### src/rtl/alu_pkg.sv
// Shared definitions for the multicycle execute-stage ALU.
//   - ALU_* : 4-bit operation codes produced by the ALU control unit.
//   - alu_state_e : ALU sequencer state encoding, also used by the ALU control
//     unit and the pipeline control FSM.
package alu_pkg;

  localparam logic [3:0] ALU_MOVI = 4'b0000;
  localparam logic [3:0] ALU_MOV  = 4'b0001;
  localparam logic [3:0] ALU_ADD  = 4'b0010;
  localparam logic [3:0] ALU_SUB  = 4'b0110;
  localparam logic [3:0] ALU_MULT = 4'b1000;
  localparam logic [3:0] ALU_DIV  = 4'b1001;

  typedef enum logic [1:0] {
    ST_IDLE = 2'd0,
    ST_MUL  = 2'd1,
    ST_DIV  = 2'd2,
    ST_DONE = 2'd3
  } alu_state_e;

endpackage

### src/rtl/multicycle_alu_if.sv
// Request/response bundle between the pipeline control and the multicycle ALU.
//   start, alu_control, a, b     : request side (driven by master)
//   busy, done                   : handshake status (driven by slave)
//   result_lo, result_hi         : 2*WIDTH result, hi:lo
//   zero, div_by_zero, illegal_op: status flags registered with the result
interface multicycle_alu_if #(
  parameter int WIDTH = 32
);

  logic             start;
  logic [3:0]       alu_control;
  logic [WIDTH-1:0] a;
  logic [WIDTH-1:0] b;
  logic             busy;
  logic             done;
  logic [WIDTH-1:0] result_lo;
  logic [WIDTH-1:0] result_hi;
  logic             zero;
  logic             div_by_zero;
  logic             illegal_op;

  modport master (
    output start, alu_control, a, b,
    input  busy, done, result_lo, result_hi, zero, div_by_zero, illegal_op
  );

  modport slave (
    input  start, alu_control, a, b,
    output busy, done, result_lo, result_hi, zero, div_by_zero, illegal_op
  );

endinterface

### src/rtl/alu_iter_div.sv
// Unsigned restoring divider, one quotient bit per cycle over WIDTH cycles.
//   clk, rst_n     : clock, asynchronous active-low reset (aborts a division)
//   start_i        : load dividend_i/divisor_i and begin; divisor must be non-zero
//   done_o         : high during the final iteration
//   quotient_o     : quotient produced by the current iteration
//   remainder_o    : remainder produced by the current iteration
// quotient_o/remainder_o are the combinational outputs of the iteration in
// progress, so while done_o is high they carry the final result and the caller
// can register them on the same edge that ends the division.
module alu_iter_div #(
  parameter int WIDTH = 32
) (
  input  logic             clk,
  input  logic             rst_n,
  input  logic             start_i,
  input  logic [WIDTH-1:0] dividend_i,
  input  logic [WIDTH-1:0] divisor_i,
  output logic             done_o,
  output logic [WIDTH-1:0] quotient_o,
  output logic [WIDTH-1:0] remainder_o
);

  logic             busy_q;
  logic [WIDTH-1:0] cnt_q;
  logic [WIDTH-1:0] quo_q;
  logic [WIDTH-1:0] rem_q;
  logic [WIDTH-1:0] dvs_q;

  logic [WIDTH:0]   rem_sh;
  logic [WIDTH:0]   trial;
  logic             fits;
  logic [WIDTH-1:0] rem_d;
  logic [WIDTH-1:0] quo_d;

  // Shift the next dividend bit into the partial remainder and try to subtract.
  // The partial remainder is always below the divisor, so the shifted value
  // fits in WIDTH+1 bits and a kept difference fits back in WIDTH bits.
  assign rem_sh = {rem_q, quo_q[WIDTH-1]};
  assign trial  = rem_sh - {1'b0, dvs_q};
  assign fits   = ~trial[WIDTH];
  assign rem_d  = fits ? trial[WIDTH-1:0] : rem_sh[WIDTH-1:0];
  assign quo_d  = {quo_q[WIDTH-2:0], fits};

  assign done_o      = busy_q && (cnt_q == WIDTH'(WIDTH - 1));
  assign quotient_o  = quo_d;
  assign remainder_o = rem_d;

  // NOTE: clocked state uses non-blocking assignments so every register
  // samples pre-edge values regardless of statement order.
  always_ff @(posedge clk or negedge rst_n) begin
    if (!rst_n) begin
      busy_q <= 1'b0;
      cnt_q  <= '0;
      quo_q  <= '0;
      rem_q  <= '0;
      dvs_q  <= '0;
    end else if (start_i) begin
      busy_q <= 1'b1;
      cnt_q  <= '0;
      quo_q  <= dividend_i;
      rem_q  <= '0;
      dvs_q  <= divisor_i;
    end else if (busy_q) begin
      quo_q  <= quo_d;
      rem_q  <= rem_d;
      cnt_q  <= cnt_q + WIDTH'(1);
      if (done_o) busy_q <= 1'b0;
    end
  end

endmodule

### src/rtl/multicycle_alu.sv
// Execute-stage ALU with a start/busy/done handshake.
//   clk, rst_n : clock, asynchronous active-low reset (aborts any operation)
//   bus        : multicycle_alu_if slave port (request, handshake, result, flags)
// MOVI/MOV/ADD/SUB, DIV by zero and illegal codes finish one cycle after start.
// MULT (inline shift-add) and DIV (alu_iter_div) take WIDTH iterations.
// Results and flags change only on entry to DONE and hold until the next one.
module multicycle_alu
  import alu_pkg::*;
#(
  parameter int WIDTH = 32
) (
  input  logic                clk,
  input  logic                rst_n,
  multicycle_alu_if.slave     bus
);

  alu_state_e       state_q, state_d;
  logic [WIDTH-1:0] cnt_q;
  logic [WIDTH-1:0] mcand_q;
  logic [2*WIDTH-1:0] acc_q;

  logic [WIDTH-1:0] lo_q, lo_d, hi_q, hi_d;
  logic             zero_q, zero_d, dbz_q, dbz_d, ill_q, ill_d;
  logic             res_we;

  logic             accept, mul_last, div_start, div_done;
  logic [WIDTH-1:0] div_quo, div_rem;
  logic [WIDTH:0]   mul_sum;
  logic [2*WIDTH-1:0] acc_step;
  logic             busy, done;

  // DONE accepts a new request exactly like IDLE, giving back-to-back issue.
  assign accept    = bus.start && (state_q == ST_IDLE || state_q == ST_DONE);
  assign div_start = accept && (bus.alu_control == ALU_DIV) && (bus.b != '0);
  assign mul_last  = (state_q == ST_MUL) && (cnt_q == WIDTH'(WIDTH - 1));

  // Shift-add step: acc holds {partial product, unconsumed multiplier bits};
  // add the multiplicand into the upper half when the current bit is set,
  // then shift the whole accumulator right, keeping the carry.
  assign mul_sum  = {1'b0, acc_q[2*WIDTH-1:WIDTH]} + {1'b0, mcand_q & {WIDTH{acc_q[0]}}};
  assign acc_step = {mul_sum, acc_q[WIDTH-1:1]};

  alu_iter_div #(.WIDTH(WIDTH)) u_div (
    .clk         (clk),
    .rst_n       (rst_n),
    .start_i     (div_start),
    .dividend_i  (bus.a),
    .divisor_i   (bus.b),
    .done_o      (div_done),
    .quotient_o  (div_quo),
    .remainder_o (div_rem)
  );

  // State register
  always_ff @(posedge clk or negedge rst_n) begin
    if (!rst_n) state_q <= ST_IDLE;
    else        state_q <= state_d;
  end

  // Next-state logic
  // NOTE: every always_comb output gets a default first so no path leaves it
  // unassigned, which would infer a latch.
  always_comb begin
    state_d = state_q;
    case (state_q)
      ST_IDLE, ST_DONE: begin
        state_d = ST_IDLE;
        if (accept) begin
          if (bus.alu_control == ALU_MULT) state_d = ST_MUL;
          else if (div_start)              state_d = ST_DIV;
          else                             state_d = ST_DONE;
        end
      end
      ST_MUL:  if (mul_last) state_d = ST_DONE;
      ST_DIV:  if (div_done) state_d = ST_DONE;
      default: state_d = ST_IDLE;
    endcase
  end

  // Handshake outputs
  always_comb begin
    busy = (state_q == ST_MUL) || (state_q == ST_DIV);
    done = (state_q == ST_DONE);
  end

  // Result selection; written only on the edge that enters DONE.
  always_comb begin
    res_we = 1'b0;
    lo_d   = lo_q;
    hi_d   = hi_q;
    dbz_d  = dbz_q;
    ill_d  = ill_q;
    if (accept && bus.alu_control != ALU_MULT && !div_start) begin
      res_we = 1'b1;
      hi_d   = '0;
      dbz_d  = 1'b0;
      ill_d  = 1'b0;
      case (bus.alu_control)
        ALU_MOVI: lo_d = bus.b;
        ALU_MOV:  lo_d = bus.a;
        ALU_ADD:  lo_d = bus.a + bus.b;
        ALU_SUB:  lo_d = bus.a - bus.b;
        ALU_DIV: begin
          lo_d  = '1;
          hi_d  = bus.a;
          dbz_d = 1'b1;
        end
        default: begin
          lo_d  = '0;
          ill_d = 1'b1;
        end
      endcase
    end else if (mul_last) begin
      res_we       = 1'b1;
      {hi_d, lo_d} = acc_step;
      dbz_d        = 1'b0;
      ill_d        = 1'b0;
    end else if (state_q == ST_DIV && div_done) begin
      res_we = 1'b1;
      lo_d   = div_quo;
      hi_d   = div_rem;
      dbz_d  = 1'b0;
      ill_d  = 1'b0;
    end
    zero_d = res_we ? (lo_d == '0) : zero_q;
  end

  // Multiplier datapath
  always_ff @(posedge clk or negedge rst_n) begin
    if (!rst_n) begin
      cnt_q   <= '0;
      mcand_q <= '0;
      acc_q   <= '0;
    end else if (accept && bus.alu_control == ALU_MULT) begin
      cnt_q   <= '0;
      mcand_q <= bus.a;
      acc_q   <= {{WIDTH{1'b0}}, bus.b};
    end else if (state_q == ST_MUL) begin
      cnt_q   <= cnt_q + WIDTH'(1);
      acc_q   <= acc_step;
    end
  end

  // Result and flag registers
  always_ff @(posedge clk or negedge rst_n) begin
    if (!rst_n) begin
      lo_q   <= '0;
      hi_q   <= '0;
      zero_q <= 1'b0;
      dbz_q  <= 1'b0;
      ill_q  <= 1'b0;
    end else begin
      lo_q   <= lo_d;
      hi_q   <= hi_d;
      zero_q <= zero_d;
      dbz_q  <= dbz_d;
      ill_q  <= ill_d;
    end
  end

  assign bus.busy        = busy;
  assign bus.done        = done;
  assign bus.result_lo   = lo_q;
  assign bus.result_hi   = hi_q;
  assign bus.zero        = zero_q;
  assign bus.div_by_zero = dbz_q;
  assign bus.illegal_op  = ill_q;

endmodule
### src/flat_wrapper.sv
// flat-port wrapper written by rule: the top's interface ports become plain ports
module multicycle_alu_flat import alu_pkg::*;
#(
  parameter int WIDTH = 32
)
  (clk, rst_n, bus_start, bus_alu_control, bus_a, bus_b, bus_busy, bus_done, bus_result_lo, bus_result_hi, bus_zero, bus_div_by_zero, bus_illegal_op);
  multicycle_alu_if #(.WIDTH(WIDTH)) bus_i ();
  input  logic clk;
  input  logic rst_n;
  input wire logic [$bits(bus_i.start)-1:0] bus_start;
  input wire logic [$bits(bus_i.alu_control)-1:0] bus_alu_control;
  input wire logic [$bits(bus_i.a)-1:0] bus_a;
  input wire logic [$bits(bus_i.b)-1:0] bus_b;
  output wire logic [$bits(bus_i.busy)-1:0] bus_busy;
  output wire logic [$bits(bus_i.done)-1:0] bus_done;
  output wire logic [$bits(bus_i.result_lo)-1:0] bus_result_lo;
  output wire logic [$bits(bus_i.result_hi)-1:0] bus_result_hi;
  output wire logic [$bits(bus_i.zero)-1:0] bus_zero;
  output wire logic [$bits(bus_i.div_by_zero)-1:0] bus_div_by_zero;
  output wire logic [$bits(bus_i.illegal_op)-1:0] bus_illegal_op;
  assign bus_i.start = bus_start;
  assign bus_i.alu_control = bus_alu_control;
  assign bus_i.a = bus_a;
  assign bus_i.b = bus_b;
  assign bus_busy = bus_i.busy;
  assign bus_done = bus_i.done;
  assign bus_result_lo = bus_i.result_lo;
  assign bus_result_hi = bus_i.result_hi;
  assign bus_zero = bus_i.zero;
  assign bus_div_by_zero = bus_i.div_by_zero;
  assign bus_illegal_op = bus_i.illegal_op;
  multicycle_alu #(.WIDTH(WIDTH)) u_core (.clk(clk), .rst_n(rst_n), .bus(bus_i));
endmodule
### config.mk
export PLATFORM = sky130hd
export DESIGN_NAME = multicycle_alu_flat
export DESIGN_NICKNAME = d
export VERILOG_FILES = /design/src/rtl/alu_pkg.sv /design/src/rtl/multicycle_alu_if.sv /design/src/rtl/alu_iter_div.sv /design/src/rtl/multicycle_alu.sv /design/src/flat_wrapper.sv
export SDC_FILE = /design/constraint.sdc
export NUM_CORES = 1
export LEC_CHECK = 0
export ABC_AREA = 1
export BUFFER_PORTS_ARGS = -buffer_cell sky130_fd_sc_hd__buf_4
export CORE_ASPECT_RATIO = 0.8
export CORE_UTILIZATION = 50
export DETAILED_ROUTE_END_ITERATION = 16
export PLACE_DENSITY_LB_ADDON = 0.2
export SYNTH_ARGS = -nofsm -noshare
export SYNTH_HDL_FRONTEND = slang
export SYNTH_HIERARCHICAL = 1
export SYNTH_SLANG_ARGS = --single-unit
### constraint.sdc
create_clock -name clk -period 9 [get_ports clk]
set_input_delay 0.45 -clock clk [delete_from_list [all_inputs] [get_ports clk]]
set_output_delay 0.45 -clock clk [all_outputs]
set_load 0.01 [all_outputs]
-- Word level (Yosys, flattened, before mapping)
Index checks and enable logic that the tools add are counted.
- add/sub/neg operators: 6
- equality and inequality tests: 13
- muxes and demuxes: 37
- bitwise logic cells: 2
- reductions and logical operators: 22
- operator list (operator ; number):
    two-way mux 32 bit ; 16
    case mux 32 bit (5 select lines) ; 1
    two-way mux 64 bit ; 2
    adder 32 x 1 -> 32 bit, second input constant ; 2
    equality test 32 x 5 -> 1 bit, second input constant ; 2
    adder 32 x 32 -> 33 bit ; 1
    subtractor 33 x 32 -> 33 bit ; 1
    adder 32 bit ; 1
    AND 32 bit ; 1
    logical NOT 32 bit ; 1
    nonzero test 32 bit ; 1
    subtractor 32 bit ; 1
    two-way mux 1 bit ; 13
    logical AND 1 bit ; 9
    equality test 4 bit, second input constant ; 2
    two-way mux 2 bit ; 4
    case mux 2 bit (3 select lines) ; 1
    OR reduction 5 bit ; 1
    equality test 2 bit, second input constant ; 2
    equality test 4 x 1 -> 1 bit, second input constant ; 1
    equality test 4 x 2 -> 1 bit, second input constant ; 1
    equality test 4 x 3 -> 1 bit, second input constant ; 1
    logical NOT 4 bit ; 1
    != test 2 x 1 -> 1 bit, second input constant ; 2
    10 further kinds ; 12
- register bits after elaboration: 326
- output and inout bits: 69
- word-level logic and storage cells: 94

-- Longest topological paths before layout
Gate-level depths: netlist of run 1.
- depth after elaboration: 9
- gate-level depth with buffers: 31
- mapped depth without buffers: 31

-- Cells and area by module
The synthesis of run 1 kept the hierarchy.
- by module, submodules not included (module ; instances ; cells each ; area each (um^2)):
    multicycle_alu ; 1 ; 2362 ; 15442.3
    alu_iter_div ; 1 ; 1420 ; 9335.2

-- Worst setup path before layout of run 1
OpenSTA, ideal clock, no wires.
- path type: input port to flip-flop
- start point: input bus_b[1]
- end point: register u_core.zero_q, in the netlist u_core/bus.zero
- arrival time: 3.453 ns
- data required time: 8.935 ns
- path slack: 5.482 ns
- cell stages on the path: 28
- buffers on the path: 0
- cells stage by stage: inv_1 -> ha_1 -> nand3_1 -> nor3_1 -> nand4_1 -> nor2_1 -> nand2_1 -> o21ai_0 -> o21ai_0 -> a21oi_1 -> xor2_1 -> ha_1 -> a21o_1 -> nor2_1 -> nand2_1 -> inv_1 -> nand2_1 -> a21oi_1 -> nand2_1 -> nand3_1 -> nand2_1 -> nand2_1 -> nand2_1 -> nor2_1 -> nand2_1 -> nor2_1 -> nand4_1 -> nand2_1
- word-level cells in the longest chain between the ends: 6
- elaborated cells between the ends (all ways): 10
- those cells by class: add/sub (2); mux (3); reduce/logical (5)
- ends and longest elaborated chain (what ; RTL line ; text):
    start, declared ; flat_wrapper.sv:13 ; input wire logic [$bits(bus_i.b)-1:0] bus_b;
    parallel branches: the longest is 4 deep, another holds subtractor 32 bit ; -- ;
    two-way mux 32 bit * ; multicycle_alu.sv:93 ; if (accept && bus.alu_control != ALU_MULT && !div_start) begin
    via u_core.lo_d[31] ; multicycle_alu.sv:22 ; logic [WIDTH-1:0] lo_q, lo_d, hi_q, hi_d;
    logical NOT 32 bit * ; multicycle_alu.sv:125 ; zero_d = res_we ? (lo_d == '0) : zero_q;
    end signal, assigned ; multicycle_alu.sv:155 ; zero_q <= zero_d;
    end, declared ; multicycle_alu.sv:23 ; logic zero_q, zero_d, dbz_q, dbz_d, ill_q, ill_d;
Mark *: on every way through the listed nets, which the timed path passes.
A chain may end at the register's enable or synchronous reset.

-- Final worst setup path of run 1
- start point: register u_core.state_q[0]
- end point: register u_core.hi_q[5], in the netlist u_core/bus.result_hi[5]
- word-level cells in the longest chain between the ends: 8
- elaborated cells between the ends (all ways): 16
- those cells by class: eq/ne (3); mux (2); reduce/logical (11)
- ends and longest elaborated chain (what ; RTL line ; text):
    start, declared ; multicycle_alu.sv:17 ; alu_state_e state_q, state_d;
    start signal, assigned ; multicycle_alu.sv:57 ; else state_q <= state_d;
    equality test 2 bit / logical NOT 2 bit (equally long branches) ; multicycle_alu.sv:33 ; assign accept = bus.start && (state_q == ST_IDLE || state_q == ST_DONE);
    logical OR 1 bit ; multicycle_alu.sv:33 ;
    logical AND 1 bit ; multicycle_alu.sv:33 ;
    logical AND 1 bit (2 in a row) ; multicycle_alu.sv:34 ; assign div_start = accept && (bus.alu_control == ALU_DIV) && (bus.b != '0);
    logical NOT 1 bit ; multicycle_alu.sv:93 ;
    logical AND 1 bit ; multicycle_alu.sv:93 ;
    nonzero test 3 bit (no line) / two-way mux 32 bit (equally long branches) ; -- ;
    end signal, assigned ; multicycle_alu.sv:154 ; hi_q <= hi_d;
    end, declared ; multicycle_alu.sv:22 ;
Several ways; a longest one is shown, not always the timed one.

==> metrics.md, run 1 <==
| Metric | Value |
|---|---|
| Status | completed |
| Slowest-stage cell, CP | nor2_1 |
| Synth Instances | between 3000 and 4000 |
| Fin crit period | about 4.7 ns |
| Maxcap violations | 0 |
| Initial Util | 50.9% |
| Final #Nets | roughly 4000 |
| CP dominant cell by count | inv_1 |
| Final ANT Viol Nets | 0 |
| Max Used Layer | met5 |
| Reg area | 0.00816 mm^2 |
| Final Max Slew Viols | 0 |
| Synth area leader | dfrtp_1 |
| Die W | around 250 um |
| CTS tree | yes |
| Drt drc | 0 |
| First-pass GRT wire length | 140000 um |
| Mean number of vias per cell | roughly 5.7 |
| Vias in the first global route | about 23000 |
| # IOs | 140 |
| Antenna violations before repair | 2 |
| Sum Neg Setup Slack | 0 ns |
| Period utilization | between 50% and 60% |
| Clock buffer depth | 3 |
| PnR worst setup slack | roughly 4.3 ns |
| Max VDD drop | 0.137 mV |
| Yosys cell types | 60 |
| Area grow syn2layout | 10.2% |
| Area of the multi-input gates | 0.0136 mm^2 |
| Last weighted congestion value of the routability-driven placer | 1.02 |
| IO Port Bufs | roughly 140 |
| CTS Buf Count | 37 |
| Setup-failing EPs final | 0 |
| Metal-1 WL | 41900 um |
| Routed len/inst | 20.4 um |
| Syn_nets | approximately 4000 |
| Hold_buf cts | 1 |
| # H-tree levels | 2 |
| Worst Setup SP | u_core/state_q[0] |
| Root Driver | clkbuf_16 |
| Worst Hold Class | in -> reg |
| Drt first-iter violations | 3125 |
| Crit path capture | u_core/bus.result_hi[5] |
| Synth top area share | between 30% and 40% |
| Vias after detailed routing | roughly 25000 |
| P per Cell Area | 126 mW/mm^2 |
| Pin count of the biggest net entering global routing | a little over 90 |
| Sinks on the clock net | between 300 and 400 |
| Layout cell share with drive strength beyond 1 | just under 8% |
| Met3 WL | between 10000 and 15000 um |
| Least-Margin Pin Slew | between 1 and 1.5 ns |
| Worst endpoint data arrival time | about 5.3 ns |
| Die area | 0.0505 mm^2 |
| Ant diodes | 0 |
| Reg2reg setup slack | ~4.3 ns |
| Max_slew headroom | between 10% and 20% |
| CP required | between 9 and 10 ns |
| Drt first pass iters | 6 |
| Fillers | approximately 4900 |
| #FFs+latches synth | 326 |
| Reg2reg start | u_core/state_q[0] |
| Hold Vio Cnt, Final | 0 |
| RSZ-0062 raised after global routing | false |
| Worst path depth | 12 |
| FF-to-FF End | u_core/bus.result_hi[5] |
| Clock-pin slew on the worst setup and hold paths | ~0.060 ns |
| Top_reg_cell synth | dfrtp_1 |
| CP delay by family, top | simple AND/OR/NAND/NOR gates |
| Reg2reg path depth | 12 |
| Worst Clk Skew | roughly 0.018 ns |
| Area contributors post-synth | dfrtp_1, nand2_1, inv_1 |
| Post-DP HPWL | 70600 um |
| Post-synth EDFFs | 0 |
| Routed wl met2 | 35500 um |
| Buffers and inverters on the worst path | 4 |
| Critical path's largest stage delay | 0.96 ns |
| WS Path Type | reg -> reg |
| CP cell instances | inv_1 > ha_1 > nand2_1 > nor2_1 > o21ai_2 > nand2_2 > inv_2 > nor2_1 > inv_1 > o22ai_1 > inv_1 > a21oi_1 |
| Tot GR Track Use | 36.3% |
| Post-CTS Setup Bufs | 0 |
| WL final | between 90000 and 100000 um |
| Worst skew pair latency | ~0.58 ns |
| Cell area after synthesis | approximately 0.025 mm^2 |
| Startpoint Class | flop |
| Core area | slightly below 0.05 mm^2 |
| GRT overflow | 0 |
| CP Capture Type | flop |
| Seq/Total Area, Yosys | about a third |
| Yosys warning count | 6 |
| Critical path peak fanout | 38 |
| Pre-CTS WS | approximately 4.1 ns |
| Most common cell after layout, fill and taps aside | nand2_1 |
| Resize count post-CTS | 0 |
| Syn avg cell area | 6.55 um^2 |
| # rows | 72 |
| Most frequent cells in the layout | nand2_1, inv_1, dfrtp_1, nor2_1, nand3_1 |
| Height of the chip | about 200 um |
| Highest Clock Rate | ~210 MHz |
| Cell leakage power | 14.7 nW |
| Post-synth ARST share | 100% |
-- layout make-up --
class	count	share of cell area, %
sequential	326	29.9
multi-input combinational	2709	49.9
clock inverter	17	0.811
inverter	604	8.31
tap	629	2.88
clock buffer	50	3.83
timing repair buffer	158	4.38
-- report_power, final --
group / switching (mW) / total, mW / internal [mW]
clock: 0.668 / 1.61 / 0.939
combinational: 0.260 / 0.363 / 0.103
sequential: 0 / 1.47 / 1.47
total: 0.928 / 3.44 / 2.51
-- stage by stage --
step | area [um^2] | utilization (%) | cells | hold WS, ns | power, mW
2_1_floorplan | 24800 | - | 3782 | 0.154 | 1.68
3_3_place_gp | 26000 | 53.5 | 4425 | 0.454 | 1.84
3_5_place_dp | 26000 | 53.5 | 4425 | 0.462 | 1.84
4_1_cts | 27300 | 56.1 | 4493 | 0.128 | 3.45
5_1_grt | 27300 | 56.1 | 4493 | 0.150 | 3.55
6_report | 27300 | 56.1 | 4493 | 0.146 | 3.44
-- Yosys cell counts, drive strengths merged, types with 4 or more instances --
cell,number
xor2,51
a21oi,163
nand2,1309
o221ai,44
o21ai,187
nor2,294
nand3,203
o21a,11
nand4,58
nand3b,17
o31ai,11
and2,29
dfrtp,326
a211oi,4
a31oi,8
o211ai,26
clkbuf,80
xnor2,23
inv,602
nor4,14
ha,101
nor3,51
a22o,5
o22ai,13
a21o,6
buf,63
or2,18
a221oi,39
-- logic make-up after synthesis --
group                      Yosys count  synth area share (%)
and+or+nand+nor                   1998                  33.9
buffers and inverters              747                  12.2
AOI/OAI and AO/OA                  532                  13.0
DFF                                326                  32.9
adders and majority gates          104                  5.34
xor gates and xnor gates            74                  2.62
muxes                                1                0.0404
-- how the worst min path moves through the flow --
stage	startpoint	end	slack, ns	cells after the start
2_1_floorplan	rst_n	u_core/acc_q[0]	0.15	0
3_3_place_gp	u_core/mcand_q[24]	u_core/mcand_q[24]	0.45	2
3_5_place_dp	u_core/mcand_q[29]	u_core/mcand_q[29]	0.46	2
4_1_cts	bus_a[2]	u_core/u_div/quo_q[2]	0.13	3
5_1_grt	bus_a[2]	u_core/u_div/quo_q[2]	0.15	3
6_report	bus_b[23]	u_core/u_div/dvs_q[23]	0.15	3
-- state kept, by name, summed over array words and instances, names as in the netlist --
register and count:
u_core/acc_q 64, u_core/bus.div_by_zero 1, u_core/bus.illegal_op 1, u_core/bus.result_hi 32
u_core/bus.result_lo 32, u_core/bus.zero 1, u_core/cnt_q 32, u_core/mcand_q 32
u_core/state_q 2, u_core/u_div/busy_q 1, u_core/u_div/cnt_q 32, u_core/u_div/dvs_q 32
u_core/u_div/quo_q 32, u_core/u_div/rem_q 32
-- metal layers --
layer | global-route usage [%] | up-vias
met5 | 1.43 | -
met4 | 13.6 | 4
met3 | 7.62 | 162
met2 | 48.6 | 1354
met1 | 56.0 | 11808
li1 | - | 12140
-- worst min-delay path, cell delays in order --
cell     delay [ns]
buf_4          0.11
nand2_1        0.05
o21ai_0        0.06
(Power assumes the default switching activity.)
==> run 2: changes to the inputs <==
==> constraint.sdc (replaced) <==
create_clock -name clk -period 4 [get_ports clk]
set_input_delay 0.2 -clock clk [delete_from_list [all_inputs] [get_ports clk]]
set_output_delay 0.2 -clock clk [all_outputs]
set_load 0.01 [all_outputs]
==> run 2 against run 1 <==
Effect of this change:
- sequential power grew 120%
- non-clock buffer count grew 136
- cell count grew 3.0%
- die area is the same
- critical path depth grew 6
- maximum frequency grew 26%
- clock power grew 120%
- clock-buffer cell count grew 2
- sequential share of layout area shrank 1.3 points
- routed wire length grew 1.1%
- cell area grew 4.6%
- critical path type unchanged
==> metrics.md, run 2 (same netlist as run 1, synthesis figures left out) <==
| Metric | Value |
|---|---|
| Status | completed |
| Design area | 0.0286 mm^2 |
| Combinational Power Share | 12.4% |
| RSZ-0062 raised after global routing | true |
| Vias after detailed routing | 25886 |
| Fillers | between 4000 and 5000 |
| Highest Clock Rate | 265 MHz |
| Root Driver | clkbuf_16 |
| Max VDD drop | 0.280 mV |
| Worst Setup SP | u_core/u_div/dvs_q[0] |
| WL final | slightly above 90000 um |
| CTS Buf Count | 37 |
| Sw frac | 27.6% |
| Cell Area, Placed | between 0.02 and 0.03 mm^2 |
| Drt first-iter violations | 3203 |
| Worst Clk Skew | about 0.025 ns |
| Maxcap violations | 0 |
| Clock buffer depth | 3 |
| Last weighted congestion value of the routability-driven placer | a little over 1 |
| CP dominant cell by count | nand2_2 |
| Period utilization | a little over nine tenths |
| CP delay by family, top | simple AND/OR/NAND/NOR gates |
| Drt first pass iters | 7 |
| Max reg flops | between 60 and 70 |
| Ant diodes | 0 |
| Least-Margin Pin Slew | about 1.3 ns |
| Setup-failing EPs final | 0 |
| Max_slew headroom | between 10% and 20% |
| Cells after DPL | around 4500 |
| First-pass GRT wire length | between 100000 and 150000 um |
| CP required | 4.45 ns |
| Routed len/inst | between 15 and 20 um |
| Critical path's largest stage delay | ~0.54 ns |
| Die W | around 250 um |
| Worst Hold Class | in -> reg |
| GRT overflow | 0 |
| Clock-pin slew on the worst setup and hold paths | around 0.060 ns |
| Area grow syn2layout | 15.3% |
| CP Capture Type | flop |
| Die area | around 0.050 mm^2 |
| CP cell instances | ha_1 > fa_1 > inv_1 > nand2_1 > nand2_1 > nand3_1 > nand2_2 > nand2_1 > nand2_2 > nand2_2 > nand2_2 > nand2_2 > nand2_4 > nand2_1 > and2_1 > a221oi_1 > o21ai_1 > o21a_1 |
| # IOs | 140 |
| Core area | approximately 0.049 mm^2 |
| Share of total power in the clock network | 45.1% |
| Cell leakage power | 15.3 nW |
| P_sw | roughly 2.1 mW |
| # H-tree levels | 2 |
| WS Path Type | reg -> reg |
| Worst endpoint data arrival time | 4.23 ns |
| Register with the most flip-flops | u_core/acc_q |
| CTS tree | yes |
| Sinks on the clock net | about 330 |
| Fin crit period | 3.77 ns |
| Startpoint Class | flop |
| PnR worst setup slack | roughly 0.23 ns |
| Post-DP HPWL | about 71000 um |
| Reg area | ~0.0082 mm^2 |
| Most frequent cells in the layout | nand2_1, inv_1, dfrtp_1, nor2_1, buf_4 |
| Height of the chip | 201 um |
| Worst skew pair latency | 0.58 ns |
| Final #Nets | just over 4000 |
| P per Cell Area | around 270 mW/mm^2 |
| Drt drc | 0 |
| Flop pwr share | between 40% and 50% |
| P_int | around 5.6 mW |
| Critical path peak fanout | 18 |
| Fin cells | ~4600 |
| Pre-CTS WS | -0.0153 ns |
| Buffers and inverters on the worst path | 1 |
| Hold Vio Cnt, Final | 0 |
| Hold WS | about 0.12 ns |
| Hold Crit Start | bus_b[0] |
| Mean number of vias per cell | roughly 5.6 |
| Pin count of the biggest net entering global routing | ~130 |
| Most common cell after layout, fill and taps aside | nand2_1 |
| Initial Util | 50.9% |
| Area of the multi-input gates | roughly 0.014 mm^2 |
| Final ANT Viol Nets | 0 |
| Slowest-stage cell, CP | a221oi_1 |
| Antenna violations before repair | 1 |
| Layout cell share with drive strength beyond 1 | 9.90% |
| Tot GR Track Use | between 30% and 40% |
| Vias in the first global route | about 23000 |
| Final Max Slew Viols | 0 |
| # rows | between 70 and 80 |
| Reg2reg start | u_core/u_div/dvs_q[0] |
| IO Port Bufs | 139 |
-- run 2: changes by cell type in the layout (fill, tap and decap cells not counted), moves of 4 or more --
cell,change
nor2_2,+8
nor2_1,-9
buf_4,+66
dlygate4sd3_1,+66
buf_12,+4
-- run 2: final cells by class --
type	instances	area share (%)
clock inverter	13	0.534
inverter	604	7.94
multi-input combinational	2709	48.0
sequential	326	28.6
clock buffer	52	3.72
timing repair buffer	294	8.52
tap	629	2.76
-- run 2: path summary, 6_finish.rpt --
kind / end / slack, ns / cells past startpoint
max in group asynchronous: u_core/acc_q[54] / 3.02 / 3
worst max register to register: u_core/bus.result_hi[19] / 0.23 / 18
worst min-delay path: u_core/acc_q[0] / 0.12 / 4
worst min register to register: u_core/mcand_q[9] / 0.47 / 2
worst max-delay path: u_core/bus.result_hi[19] / 0.23 / 18
min in group asynchronous: u_core/bus.result_hi[11] / 0.27 / 3
-- run 2: stage by stage --
step | util [%] | setup TNS, ns | power (mW)
2_1_floorplan | - | 0 | 3.78
3_3_place_gp | 54.6 | 0 | 4.22
3_5_place_dp | 54.6 | -0.0153 | 4.22
4_1_cts | 58.5 | 0 | 7.75
5_1_grt | 58.7 | -0.0193 | 8.00
6_report | 58.7 | 0 | 7.76
-- run 2: timing repair --
item,in CTS,in global routing
endpoints found under the setup margin,0,10
resized for setup,0,26
setup buffers,0,3
hold buffers,67,0
endpoints found under the hold margin,411,0
-- run 2: power groups by stage --
| stage | clock, mW | sequential [mW] | combinational (mW) |
|---|---|---|---|
| floorplan | 0 | 3.36 | 0.418 |
| global placement | 0 | 3.36 | 0.865 |
| detailed placement | 0 | 3.36 | 0.861 |
| CTS | 3.54 | 3.30 | 0.917 |
| global route | 3.67 | 3.30 | 1.04 |
| finish | 3.50 | 3.30 | 0.963 |
-- run 2: worst reg2reg max path, stage by stage (launching register included) --
cell      delay, ns
dfrtp_1        0.42
ha_1           0.24
fa_1           0.41
inv_1          0.13
nand2_1        0.06
nand2_1        0.12
nand3_1        0.10
nand2_2        0.13
nand2_1        0.07
nand2_2        0.11
nand2_2        0.09
nand2_2        0.09
nand2_2        0.07
nand2_4        0.27
nand2_1        0.11
and2_1         0.24
a221oi_1       0.54
o21ai_1        0.29
o21a_1         0.17
-- run 2: routing by layer --
metal  vias to the layer above  track usage [%]  share of wire (%)
met5                         -                0              0.011
met1                     11986             55.3                 46
met2                      1292             50.4                 39
met4                         2             12.6                3.9
li1                      12410                -                  -
met3                       196             7.71                 10
